<file path="src/rtl/ysyx_23060025_axi_initiator.sv">
// Single-outstanding AXI4 initiator: converts one core request at a time into an
// AXI read (AR/R) or single-beat write (AW/W/B) and returns a one-cycle completion pulse.
module ysyx_23060025_axi_initiator #(
    parameter int unsigned DATA_LEN = 32,
    parameter int unsigned ADDR_LEN = 32
) (
    input  logic                clk,
    input  logic                rstn,

    // core request / response
    input  logic                req_valid_i,
    output logic                req_ready_o,
    input  logic                req_we_i,
    input  logic [ADDR_LEN-1:0] req_addr_i,
    input  logic [DATA_LEN-1:0] req_wdata_i,
    input  logic [3:0]          req_wstrb_i,
    output logic                resp_valid_o,
    output logic [DATA_LEN-1:0] resp_rdata_o,
    output logic                resp_err_o,

    // read address channel
    output logic                arvalid_o,
    input  logic                arready_i,
    output logic [ADDR_LEN-1:0] araddr_o,

    // read data channel
    input  logic                rvalid_i,
    output logic                rready_o,
    input  logic [DATA_LEN-1:0] rdata_i,
    input  logic [1:0]          rresp_i,

    // write address channel
    output logic                awvalid_o,
    input  logic                awready_i,
    output logic [ADDR_LEN-1:0] awaddr_o,

    // write data channel
    output logic                wvalid_o,
    input  logic                wready_i,
    output logic [DATA_LEN-1:0] wdata_o,
    output logic [3:0]          wstrb_o,
    output logic                wlast_o,

    // write response channel
    input  logic                bvalid_i,
    output logic                bready_o,
    input  logic [1:0]          bresp_i
);

    localparam int unsigned STRB_LEN = 4;

    typedef enum logic [2:0] {
        IDLE  = 3'd0,
        RD_A  = 3'd1,
        RD_D  = 3'd2,
        WR_AW = 3'd3,
        WR_B  = 3'd4,
        DONE  = 3'd5
    } state_e;

    typedef struct packed {
        logic [ADDR_LEN-1:0] addr;
        logic [DATA_LEN-1:0] wdata;
        logic [STRB_LEN-1:0] wstrb;
    } req_t;

    state_e              state_q, state_d;
    req_t                req_q, req_d;
    logic                aw_done_q, aw_done_d;
    logic                w_done_q, w_done_d;
    logic [DATA_LEN-1:0] rdata_q, rdata_d;
    logic                err_q, err_d;

    logic                req_ready_q, req_ready_d;
    logic                arvalid_q, arvalid_d;
    logic                rready_q, rready_d;
    logic                awvalid_q, awvalid_d;
    logic                wvalid_q, wvalid_d;
    logic                bready_q, bready_d;
    logic                resp_valid_q, resp_valid_d;

    logic                aw_hs, w_hs;

    // Only bit 1 of a response (SLVERR/DECERR) matters; the OKAY/EXOKAY bit is dropped.
    logic                unused_resp_lsb;
    assign unused_resp_lsb = rresp_i[0] ^ bresp_i[0];

    assign aw_hs = awvalid_q && awready_i;
    assign w_hs  = wvalid_q && wready_i;

    // Next state, captured payload and next value of every registered output.
    always_comb begin
        state_d      = state_q;
        req_d        = req_q;
        aw_done_d    = aw_done_q;
        w_done_d     = w_done_q;
        rdata_d      = rdata_q;
        err_d        = err_q;

        unique case (state_q)
            IDLE: begin
                if (req_valid_i && req_ready_q) begin
                    req_d.addr  = req_addr_i;
                    req_d.wdata = req_wdata_i;
                    req_d.wstrb = req_wstrb_i;
                    aw_done_d   = 1'b0;
                    w_done_d    = 1'b0;
                    state_d     = req_we_i ? WR_AW : RD_A;
                end
            end
            RD_A: begin
                if (arvalid_q && arready_i) begin
                    state_d = RD_D;
                end
            end
            RD_D: begin
                if (rvalid_i) begin
                    rdata_d = rdata_i;
                    err_d   = rresp_i[1];
                    state_d = DONE;
                end
            end
            WR_AW: begin
                // AW and W complete independently, in either order or together.
                if (aw_hs) begin
                    aw_done_d = 1'b1;
                end
                if (w_hs) begin
                    w_done_d = 1'b1;
                end
                if (aw_done_d && w_done_d) begin
                    state_d = WR_B;
                end
            end
            WR_B: begin
                if (bvalid_i) begin
                    err_d   = bresp_i[1];
                    state_d = DONE;
                end
            end
            DONE: begin
                state_d = IDLE;
            end
            default: begin
                state_d = IDLE;
            end
        endcase

        req_ready_d  = (state_d == IDLE);
        arvalid_d    = (state_d == RD_A);
        rready_d     = (state_d == RD_D);
        awvalid_d    = (state_d == WR_AW) && !aw_done_d;
        wvalid_d     = (state_d == WR_AW) && !w_done_d;
        bready_d     = (state_d == WR_B);
        resp_valid_d = (state_d == DONE);
    end

    // State, payload and output registers.
    always_ff @(posedge clk) begin
        if (!rstn) begin
            state_q      <= IDLE;
            req_q        <= '0;
            aw_done_q    <= 1'b0;
            w_done_q     <= 1'b0;
            rdata_q      <= '0;
            err_q        <= 1'b0;
            req_ready_q  <= 1'b1;
            arvalid_q    <= 1'b0;
            rready_q     <= 1'b0;
            awvalid_q    <= 1'b0;
            wvalid_q     <= 1'b0;
            bready_q     <= 1'b0;
            resp_valid_q <= 1'b0;
        end else begin
            state_q      <= state_d;
            req_q        <= req_d;
            aw_done_q    <= aw_done_d;
            w_done_q     <= w_done_d;
            rdata_q      <= rdata_d;
            err_q        <= err_d;
            req_ready_q  <= req_ready_d;
            arvalid_q    <= arvalid_d;
            rready_q     <= rready_d;
            awvalid_q    <= awvalid_d;
            wvalid_q     <= wvalid_d;
            bready_q     <= bready_d;
            resp_valid_q <= resp_valid_d;
        end
    end

    assign req_ready_o  = req_ready_q;
    assign resp_valid_o = resp_valid_q;
    assign resp_rdata_o = rdata_q;
    assign resp_err_o   = err_q;

    assign arvalid_o    = arvalid_q;
    assign araddr_o     = req_q.addr;
    assign rready_o     = rready_q;

    assign awvalid_o    = awvalid_q;
    assign awaddr_o     = req_q.addr;
    assign wvalid_o     = wvalid_q;
    assign wdata_o      = req_q.wdata;
    assign wstrb_o      = req_q.wstrb;
    assign wlast_o      = wvalid_q;
    assign bready_o     = bready_q;

endmodule

</file>
<file path="config.mk">
export PLATFORM = sky130hd
export DESIGN_NAME = ysyx_23060025_axi_initiator
export DESIGN_NICKNAME = d
export VERILOG_FILES = /design/src/rtl/ysyx_23060025_axi_initiator.sv
export SDC_FILE = /design/constraint.sdc
export NUM_CORES = 1
export LEC_CHECK = 0
export CORE_MARGIN = 4
export CORE_UTILIZATION = 25
export CTS_CLUSTER_DIAMETER = 200
export CTS_CLUSTER_SIZE = 14
export DETAILED_ROUTE_END_ITERATION = 10
export PLACE_DENSITY = 0.65
export SYNTH_ARGS = -nofsm -noshare
export SYNTH_HDL_FRONTEND = slang
export SYNTH_SLANG_ARGS = --single-unit
</file>
<file path="constraint.sdc">
create_clock -name clk -period 4 [get_ports clk]
set_input_delay 0.8 -clock clk [delete_from_list [all_inputs] [get_ports clk]]
set_output_delay 0.8 -clock clk [all_outputs]
set_load 0.01 [all_outputs]
</file>
**Word level (Yosys, flattened, before mapping)**

Index checks and enable logic that the tools add are counted.

- Multiplexer cells: 18
- Equal/unequal tests: 11
- Reductions and logical operators: 15

Operators with widths:

| operator | count |
|---|---|
| $mux 3 | 5 |
| $pmux 3 s5 | 1 |
| $eq 3x2->1 const B | 4 |
| $eq 3x3->1 const B | 3 |
| $mux 1 | 8 |
| $logic_and 1x1->1 | 7 |
| $eq 3x1->1 const B | 2 |
| $logic_not 3->1 | 2 |
| $pmux 1 s2 | 3 |
| $ne 2x2->1 const B | 2 |
| $reduce_and 2->1 | 2 |
| $reduce_and 3->1 | 1 |
| $logic_not 1->1 | 2 |
| $mux 2 | 1 |
| $reduce_bool 2->1 | 1 |

- Output and inout port bits: 141
- Input bits: 113
- Word-level logic and storage cells: 59
- Register bits after elaboration: 113

**Logic depth before layout (Yosys ltp)**

Gate-level depths: netlist (run 1).

- Depth after elaboration: 8
- Depth in mapped cells: 8
- Mapped depth without buffers: 4

**Worst setup path after synthesis (run 1)**

No wires, ideal clock.

- Kind: in2reg
- Start point: in wready_i
- End point: reg req_ready_q, in the netlist req_ready_o
- Data arrival time: 1.808 ns
- Cell stages on the path: 4
- Path buffers: 0
- Required time: 3.916 ns
- Setup slack: 2.108 ns
- Library setup time: 0.084 ns
- Path through: a21oi_1 -> o21ba_2 -> or4_1 -> o31ai_2

- Cells in the longest elaborated chain, start to end: 7

Ends and longest elaborated chain:

| what | line | source |
|---|---|---|
| start: declaration | 39 | `input logic wready_i,` |
| $logic_and 1x1->1 | 89 | `assign w_hs = wvalid_q && wready_i;` |
| $mux 1 | 128 | `if (w_hs) begin` |
| $mux 1 | 100 | `unique case (state_q)` |
| $logic_and 1x1->1 | 131 | `if (aw_done_d && w_done_d) begin` |
| $mux 3 | 131 |  |
| $pmux 3 s5 | 100 |  |
| $logic_not 3->1 | 149 | `req_ready_d = (state_d == IDLE);` |
| end signal: assignment | 181 | `req_ready_q <= req_ready_d;` |
| end: declaration | 74 | `logic req_ready_q, req_ready_d;` |

No other way between the ends. The select of a mux whose other input is x is not followed.
A chain may end at the register's enable or synchronous reset.

**Worst setup path after layout (run 1)**

- Start point: in req_valid_i
- End point: reg req_q (netlist bit wdata_o[9])

- Cells in the longest elaborated chain, start to end: 2

Ends and longest elaborated chain:

| what | line | source |
|---|---|---|
| start: declaration | 11 | `input logic req_valid_i,` |
| $logic_and 1x1->1 | 102 | `if (req_valid_i && req_ready_q) begin` |
| $reduce_and 2->1 (no line) | n/a |  |
| end signal: assignment | 176 | `req_q <= req_d;` |
| end: declaration | 68 | `req_t req_q, req_d;` |

No other way between the ends.

==> results of run 1 <==
-- cell type report --
cell class	count	share of cell area, %
timing repair buffer	259	35.4
sequential	113	31.1
tap	220	3.79
multi-input combinational	344	21.7
inverter	2	0.121
clock inverter	6	1.10
clock buffer	24	6.77
-- through the flow --
stage / worst slack, ns / util [%] / cells / hold WS, ns
2_1_floorplan: 2.11 / - / 526 / 0.465
3_3_place_gp: 1.15 / 40.4 / 938 / 0.440
3_5_place_dp: 1.13 / 40.4 / 938 / 0.446
4_1_cts: 1.56 / 43.8 / 968 / 0.453
5_1_grt: 1.39 / 43.8 / 968 / 0.463
6_report: 1.61 / 43.8 / 968 / 0.450
-- per-layer routing --
layer	global-route usage (%)	share of wire, %	up-vias
met2	24.3	50	163
li1	-	-	2091
met1	14.2	38	1858
met4	5.51	1.8	0
met5	0	0	-
met3	6.84	10	15
-- path summary, 6_finish.rpt --
kind	slack, ns	end	from
max reg2reg	1.88	wdata_o[9]$_SDFFE_PN0P_	state_q[1]$_SDFF_PN0_
min	0.45	wdata_o[2]$_SDFFE_PN0P_	wdata_o[2]$_SDFFE_PN0P_
min reg2reg	0.45	wdata_o[2]$_SDFFE_PN0P_	wdata_o[2]$_SDFFE_PN0P_
max	1.61	wdata_o[9]$_SDFFE_PN0P_	req_valid_i
-- kinds of logic (layout without fill, tap and decap cells) --
logic type	count (synthesis)	after routing	share of synthesized area (%)
compound gates	115	115	14.3
buf+inv	69	291	9.59
flops	113	113	53.4
mux	1	1	0.236
simple gates	228	228	22.5
-- synth_stat cells, types with 2 or more instances --
master / instances / area share (%)
sky130_fd_sc_hd__nor4_1: 2 / 0.30
sky130_fd_sc_hd__and2_1: 4 / 0.59
sky130_fd_sc_hd__nand3b_1: 3 / 0.53
sky130_fd_sc_hd__o21ai_0: 2 / 0.24
sky130_fd_sc_hd__dfxtp_1: 113 / 53
sky130_fd_sc_hd__buf_4: 35 / 6.2
sky130_fd_sc_hd__buf_2: 7 / 0.83
sky130_fd_sc_hd__a21oi_1: 106 / 13
sky130_fd_sc_hd__nand2_1: 201 / 18
sky130_fd_sc_hd__clkbuf_1: 23 / 2.0
sky130_fd_sc_hd__nor2_1: 6 / 0.53
-- state kept, by name (all words and copies together) (netlist names) --
signal        flops
rready_o          1
aw_done_q         1
bready_o          1
w_done_q          1
resp_err_o        1
resp_valid_o      1
state_q           3
araddr_o         32
wdata_o          32
wstrb_o           4
awvalid_o         1
arvalid_o         1
wlast_o           1
req_ready_o       1
resp_rdata_o     32
-- worst max-delay path: stages --
cell and delay, ns:
sky130_fd_sc_hd__clkdlybuf4s50_1 0.45, sky130_fd_sc_hd__nand4bb_4 0.13, sky130_fd_sc_hd__or2_2 0.62, sky130_fd_sc_hd__buf_4 0.45, sky130_fd_sc_hd__nand2_1 0.11, sky130_fd_sc_hd__a21oi_1 0.14
-- report_power, final --
part           leakage (nW)  switching [W]  total [W]  internal, W
Combinational          1.37       0.000563    0.00117     0.000611
Sequential            0.920       0.000114    0.00141      0.00130
Clock                 0.286       0.000491    0.00146     0.000970
Total                  2.58        0.00117    0.00405      0.00288
==> reports/results.md, run 1 <==
| Stage | Result | Value |
| --- | --- | --- |
| hold path | Number of cells on the worst hold path | 2 |
| die | Height of the die | 138 µm |
| clock tree | CTS Root Buffer Type | sky130_fd_sc_hd__clkbuf_16 |
| global routing | Overall track demand over capacity in global routing | 13.9% |
| synthesis | Summed instance area of the synthesized netlist | 0.00424 mm² |
| route | Count of nets left with antenna violations after detail routing | 0 |
| sta | Clock period minus worst slack | 2.39 ns |
| route | Routed len/inst | 13.9 µm |
| placement | Port-buffer cells | 251 |
| synthesis | Gate count of the mapped netlist | 526 |
| sta | Final clock skew | 0.00548 ns |
| finish | Leading cell type in the layout, fill and taps excluded | sky130_fd_sc_hd__clkdlybuf4s50_1 |
| route | Vias | 4127 |
| global routing | Wire length of the first global-routing pass | 21100 µm |
| finish | Number of antenna repair diodes | 0 |
| synthesis | Number of storage elements in the synthesis netlist | 113 |
| synthesis | Fraction of the yosys area taken by sequential cells | 53.4% |
| setup path | CP Max Fanout | 38 |
| setup path | Critical Path Start Type | primary input |
| route | # DRC | 0 |
| clock tree | Setup fix buffers added after clock tree synthesis | 0 |
| hold path | Min-Delay Path Class | reg -> reg |
| sta | Count of final hold-check violations | 0 |
| setup path | Reg2Reg Depth | 5 |
| clock tree | CTS H-tree lvls | 4 |
| global routing | Global route total overflow | 0 |
| synthesis | Number of enable-type register cells in the synthesized netlist | 0 |
| run status | Status | finished clean |
| sta | Post-route fraction of the period consumed by the critical path | 59.7% |
| clock tree | TritonCTS clock tree | done |
| global routing | Number of global-route vias before repair | 3976 |
| setup path | Critical path arrival | 2.72 ns |
| synthesis | Unique masters post-synth | 35 |
| die | Initial core utilization | 25.6% |
| sta | Worst-margin pin slew | 0.758 ns |
| finish | Area added between synthesis and finish | 71.5% |
| clock tree | Total number of clock tree sinks | 113 |
| clock tree | Post-CTS sizing | 0 |
| global routing | Number of antenna violations at the first check in global routing | 0 |
| setup path | Endpoint kind of the worst setup timing path | flip-flop |
| setup path | Critical path class | in -> reg |
| synthesis | Number of nets produced by synthesis | 639 |
| sta | Highest Clock Rate | 0.419 GHz |
| die | Overall die width | 138 µm |
| power | Power per unit of standard cell area | 557 mW/mm² |
| die | Number of placement rows | 47 |
| job | Max-cap viol count | 0 |
| finish | Area taken by flip-flops and latches | 0.00226 mm² |
| sta | Relative max-transition margin | 49.5% |
| placement | Post-detail-place hpwl | 9730 µm |
| sta | Unrepaired setup endpoints after global routing | no |
| route | Detailed-routing iteration count for the pre-antenna-repair pass | 4 |
| sta | Final sum of negative setup slack | 0 ns |
| clock tree | Worst skew pair latency | 0.40 ns |
| power | Maximum vdd drop | 359 µV |
| finish | Fraction of layout instances using a drive strength above 1 | 6.02% |
| clock tree | Clk slew on worst S/H paths | 0.05 ns |
| placement | Gp weighted congestion | 0.753 |
| route | Wire length after detailed routing | 13400 µm |
| setup path | CP required | 4.34 ns |
| finish | Summed area of non-filler cells in the final layout | 0.00727 mm² |
| die | Number of primary I/O pins | 254 |
| synthesis | Mean Syn Cell Area | 8.06 µm² |
| finish | Commonest cells after routing, fill and taps aside | sky130_fd_sc_hd__clkdlybuf4s50_1, sky130_fd_sc_hd__nand2_1, sky130_fd_sc_hd__dfxtp_1 |
| die | Core outline area | 0.0166 mm² |
| power | Leak Pwr | 2.58 nW |
| clock tree | CTS buffer count | 17 |
| finish | Net total in the final layout | 850 |
| sta | Number of pins with negative max-slew slack in the final report | 0 |
| route | Number of DRC markers after the initial detailed-route iteration | 137 |
| synthesis | Most instantiated flip-flop cell in the synthesis netlist | sky130_fd_sc_hd__dfxtp_1 |
| clock tree | Max Buffers Root-to-Sink | 2 |
| placement | Area post-placement | 0.00670 mm² |
| synthesis | Warnings, synthesis | 0 |
| finish | Filler Cell Count | 1699 |
| die | Full die area | 0.0191 mm² |
| route | Vias per Instance | 4.26 |
| sta | Final setup vio count | 0 |
| power | Total power | 0.00405 W |
| clock tree | Quantity of hold-fixing buffers added after cts | 0 |
| finish | Footprint of the multi-input gates | 0.00158 mm² |
| global routing | Largest net degree at the start of global routing | 39 |
| synthesis | Async set-or-reset flop fraction in the synthesized netlist | 0% |
Note: power is estimated with default switching activity, not from simulation.
==> run 2, diff against run 1 <==
==> constraint.sdc (replaced) <==
create_clock -name clk -period 2.4 [get_ports clk]
set_input_delay 0.48 -clock clk [delete_from_list [all_inputs] [get_ports clk]]
set_output_delay 0.48 -clock clk [all_outputs]
set_load 0.01 [all_outputs]
==> run 2 against run 1 <==
Critical path depth down 5; final cell count up 0.62%; critical path type is now reg -> out; via count up 0.61%; die area unchanged; global-route usage down 0.35 points; design area up 0.88%; largest cell class unchanged; sequential power up 67%.
==> reports/results.md, run 2 (synthesis results as in run 1) <==
| Stage | Result | Value | vs previous |
| --- | --- | --- | --- |
| global routing | Number of antenna violations at the first check in global routing | 0 | unchanged |
| finish | Area added between synthesis and finish | 73.0% |  |
| route | Wire length after detailed routing | 13300 µm | -0.86% |
| clock tree | CTS H-tree lvls | 4 | unchanged |
| setup path | Reg-to-reg critical path startpoint | state_q[2]$_SDFF_PN0_ |  |
| sta | Highest Clock Rate | 0.539 GHz |  |
| route | Vias | 4152 | +0.61% |
| sta | Unrepaired setup endpoints after global routing | no |  |
| die | Height of the die | 138 µm | unchanged |
| placement | Area post-placement | 0.00675 mm² | +0.75% |
| setup path | Critical path class | reg -> out |  |
| power | Total power | 0.00683 W | +69% |
| sta | Final setup vio count | 0 | unchanged |
| clock tree | Post-CTS sizing | 0 | unchanged |
| finish | Non-Filler Instances | 974 | +0.62% |
| route | Routed len/inst | 13.7 µm | -1.5% |
| placement | Placed insts | 943 | +0.53% |
| hold path | Min-Delay Path Class | reg -> reg |  |
| power | Maximum vdd drop | 468 µV | +30% |
| setup path | List of cells traversed by the critical path | clkdlybuf4s50_1 |  |
| placement | Post-detail-place hpwl | 9640 µm | -0.93% |
| clock tree | Total number of clock tree sinks | 113 | unchanged |
| hold path | Worst Hold Path EP | wstrb_o[1]$_SDFFE_PN0P_ |  |
| sta | Worst-margin pin slew | 0.518 ns | -0.240 ns |
| route | Count of nets left with antenna violations after detail routing | 0 | unchanged |
| route | # DRC | 0 | unchanged |
| hold path | Number of cells on the worst hold path | 2 | unchanged |
| sta | Count of final hold-check violations | 0 | unchanged |
| global routing | Number of global-route vias before repair | 3945 | -0.78% |
| sta | Number of pins with negative max-slew slack in the final report | 0 | unchanged |
| placement | Gp weighted congestion | 0.742 | -1.5% |
| die | Full die area | 0.0191 mm² | unchanged |
| job | Max-cap viol count | 0 | unchanged |
| die | Number of placement rows | 47 | unchanged |
| clock tree | Worst skew pair latency | 0.40 ns | about the same |
| clock tree | CTS buffer count | 17 | unchanged |
| global routing | Global route total overflow | 0 | unchanged |
| die | Core outline area | 0.0166 mm² | unchanged |
| setup path | CP Max Fanout | 2 | -95% |
| hold path | Launch instance of the worst min-delay path | wstrb_o[1]$_SDFFE_PN0P_ |  |
| clock tree | Clk slew on worst S/H paths | 0.05 ns | about the same |
| setup path | Max incr delay on CP | 0.61 ns | about the same |
| route | Number of DRC markers after the initial detailed-route iteration | 125 | -8.8% |
| finish | Commonest cells after routing, fill and taps aside | sky130_fd_sc_hd__clkdlybuf4s50_1, sky130_fd_sc_hd__nand2_1, sky130_fd_sc_hd__dfxtp_1 |  |
| finish | Leading cell type in the layout, fill and taps excluded | sky130_fd_sc_hd__clkdlybuf4s50_1 |  |
| setup path | Critical Path Start Type | flip-flop |  |
| placement | Port-buffer cells | 251 | unchanged |
| die | Overall die width | 138 µm | unchanged |
| route | Vias per Instance | 4.26 | about the same |
| setup path | Reg2Reg Depth | 4 | -1 |
| setup path | CP required | 1.92 ns | -2.42 ns |
| die | Number of primary I/O pins | 254 | unchanged |
| clock tree | Max Buffers Root-to-Sink | 2 | unchanged |
| setup path | Cell with the largest stage delay on the worst path | sky130_fd_sc_hd__clkdlybuf4s50_1 |  |
| finish | Fraction of layout instances using a drive strength above 1 | 6.50% | +0.48 points |
| setup path | Endpoint kind of the worst setup timing path | output pin |  |
| finish | Fraction of the core area covered by cells at the end of the flow | 44.2% | +0.38 points |
| setup path | Internal reg-to-reg setup slack | 0.59 ns | -1.29 ns |
| route | Detailed-routing iteration count for the pre-antenna-repair pass | 4 | unchanged |
| finish | Number of antenna repair diodes | 0 | unchanged |
| global routing | Wire length of the first global-routing pass | 20800 µm | -1.4% |
| sta | Clock period minus worst slack | 1.85 ns |  |
| clock tree | CTS Root Buffer Type | sky130_fd_sc_hd__clkbuf_16 |  |
| clock tree | Setup fix buffers added after clock tree synthesis | 0 | unchanged |
| sta | Final clock skew | 0.00659 ns | +0.00111 ns |
| sta | Post-route fraction of the period consumed by the critical path | 77.3% |  |
| clock tree | TritonCTS clock tree | done |  |
| sta | Relative max-transition margin | 65.4% | +16 points |
| finish | Summed area of non-filler cells in the final layout | 0.00733 mm² | +0.88% |
| setup path | Endpoint of the worst-slack reg-to-reg timing path | req_ready_o$_SDFF_PN1_ |  |
| setup path | Buffer and inverter count on the worst path | 1 | -1 |
| die | Initial core utilization | 25.6% | unchanged |
| global routing | Largest net degree at the start of global routing | 41 | +5.1% |
| setup path | Category of cells accounting for the largest share of critical-path delay | buffers and inverters |  |
| power | Leak Pwr | 2.60 nW | +1.0% |
| clock tree | Quantity of hold-fixing buffers added after cts | 0 | unchanged |
| run status | Status | finished clean |  |
| global routing | Overall track demand over capacity in global routing | 13.5% | -0.35 points |
| setup path | Critical path arrival | 1.37 ns | -1.35 ns |
| sta | Final sum of negative setup slack | 0 ns | unchanged |
| power | Power per unit of standard cell area | 931 mW/mm² | +67% |
| finish | Net total in the final layout | 855 | +0.59% |
run 2: cell types whose count changed in the layout (fill, tap and decap cells not counted):
cell                         before  now
sky130_fd_sc_hd__clkbuf_8         4    5
sky130_fd_sc_hd__clkbuf_1         3    5
sky130_fd_sc_hd__buf_12           0    1
sky130_fd_sc_hd__buf_4            8   12
sky130_fd_sc_hd__clkinvlp_4       0    1
sky130_fd_sc_hd__clkinv_2         5    2
run 2: final cells by class:
| type | count | area, µm² |
|---|---|---|
| Timing Repair Buffer | 264 | 2620 |
| Clock buffer | 27 | 513 |
| Clock inverter | 4 | 72.6 |
| Multi-Input combinational cell | 344 | 1580 |
| Inverter | 2 | 8.76 |
| Fill cell | 1689 | 9250 |
| Tap cell | 220 | 275 |
| Sequential cell | 113 | 2260 |
run 2: worst max-delay path by stage:
stage / start / endpoint / cells past startpoint
2_1_floorplan: wready_i / req_ready_o$_SDFF_PN1_ / 4
3_3_place_gp: wready_i / req_ready_o$_SDFF_PN1_ / 5
3_5_place_dp: wready_i / req_ready_o$_SDFF_PN1_ / 5
4_1_cts: wlast_o$_SDFF_PN0_ / wvalid_o / 1
5_1_grt: state_q[0]$_SDFF_PN0_ / resp_valid_o$_SDFF_PN0_ / 5
6_report: req_ready_o$_SDFF_PN1_ / req_ready_o / 1
run 2: power breakdown:
| group | switching, W | leakage [nW] | total, W | internal [W] |
|---|---|---|---|---|
| clock | 0.000828 | 0.284 | 0.00249 | 0.00166 |
| sequential | 0.000188 | 0.920 | 0.00235 | 0.00216 |
| combinational | 0.000940 | 1.40 | 0.00199 | 0.00105 |
| total | 0.00196 | 2.60 | 0.00683 | 0.00487 |
run 2: layer usage:
layer	share of wire, %	global-route usage [%]	wire (µm)
met3	9.9	6.91	1320
met5	0	0	0
met2	47	22.1	6200
met1	41	14.9	5500
met4	2.2	5.41	291
run 2: per-stage QoR:
step | worst slack (ns) | hold WS, ns
2_1_floorplan | 0.828 | 0.465
3_3_place_gp | 0.289 | 0.441
3_5_place_dp | 0.277 | 0.446
4_1_cts | 0.498 | 0.453
5_1_grt | 0.433 | 0.464
6_report | 0.546 | 0.450
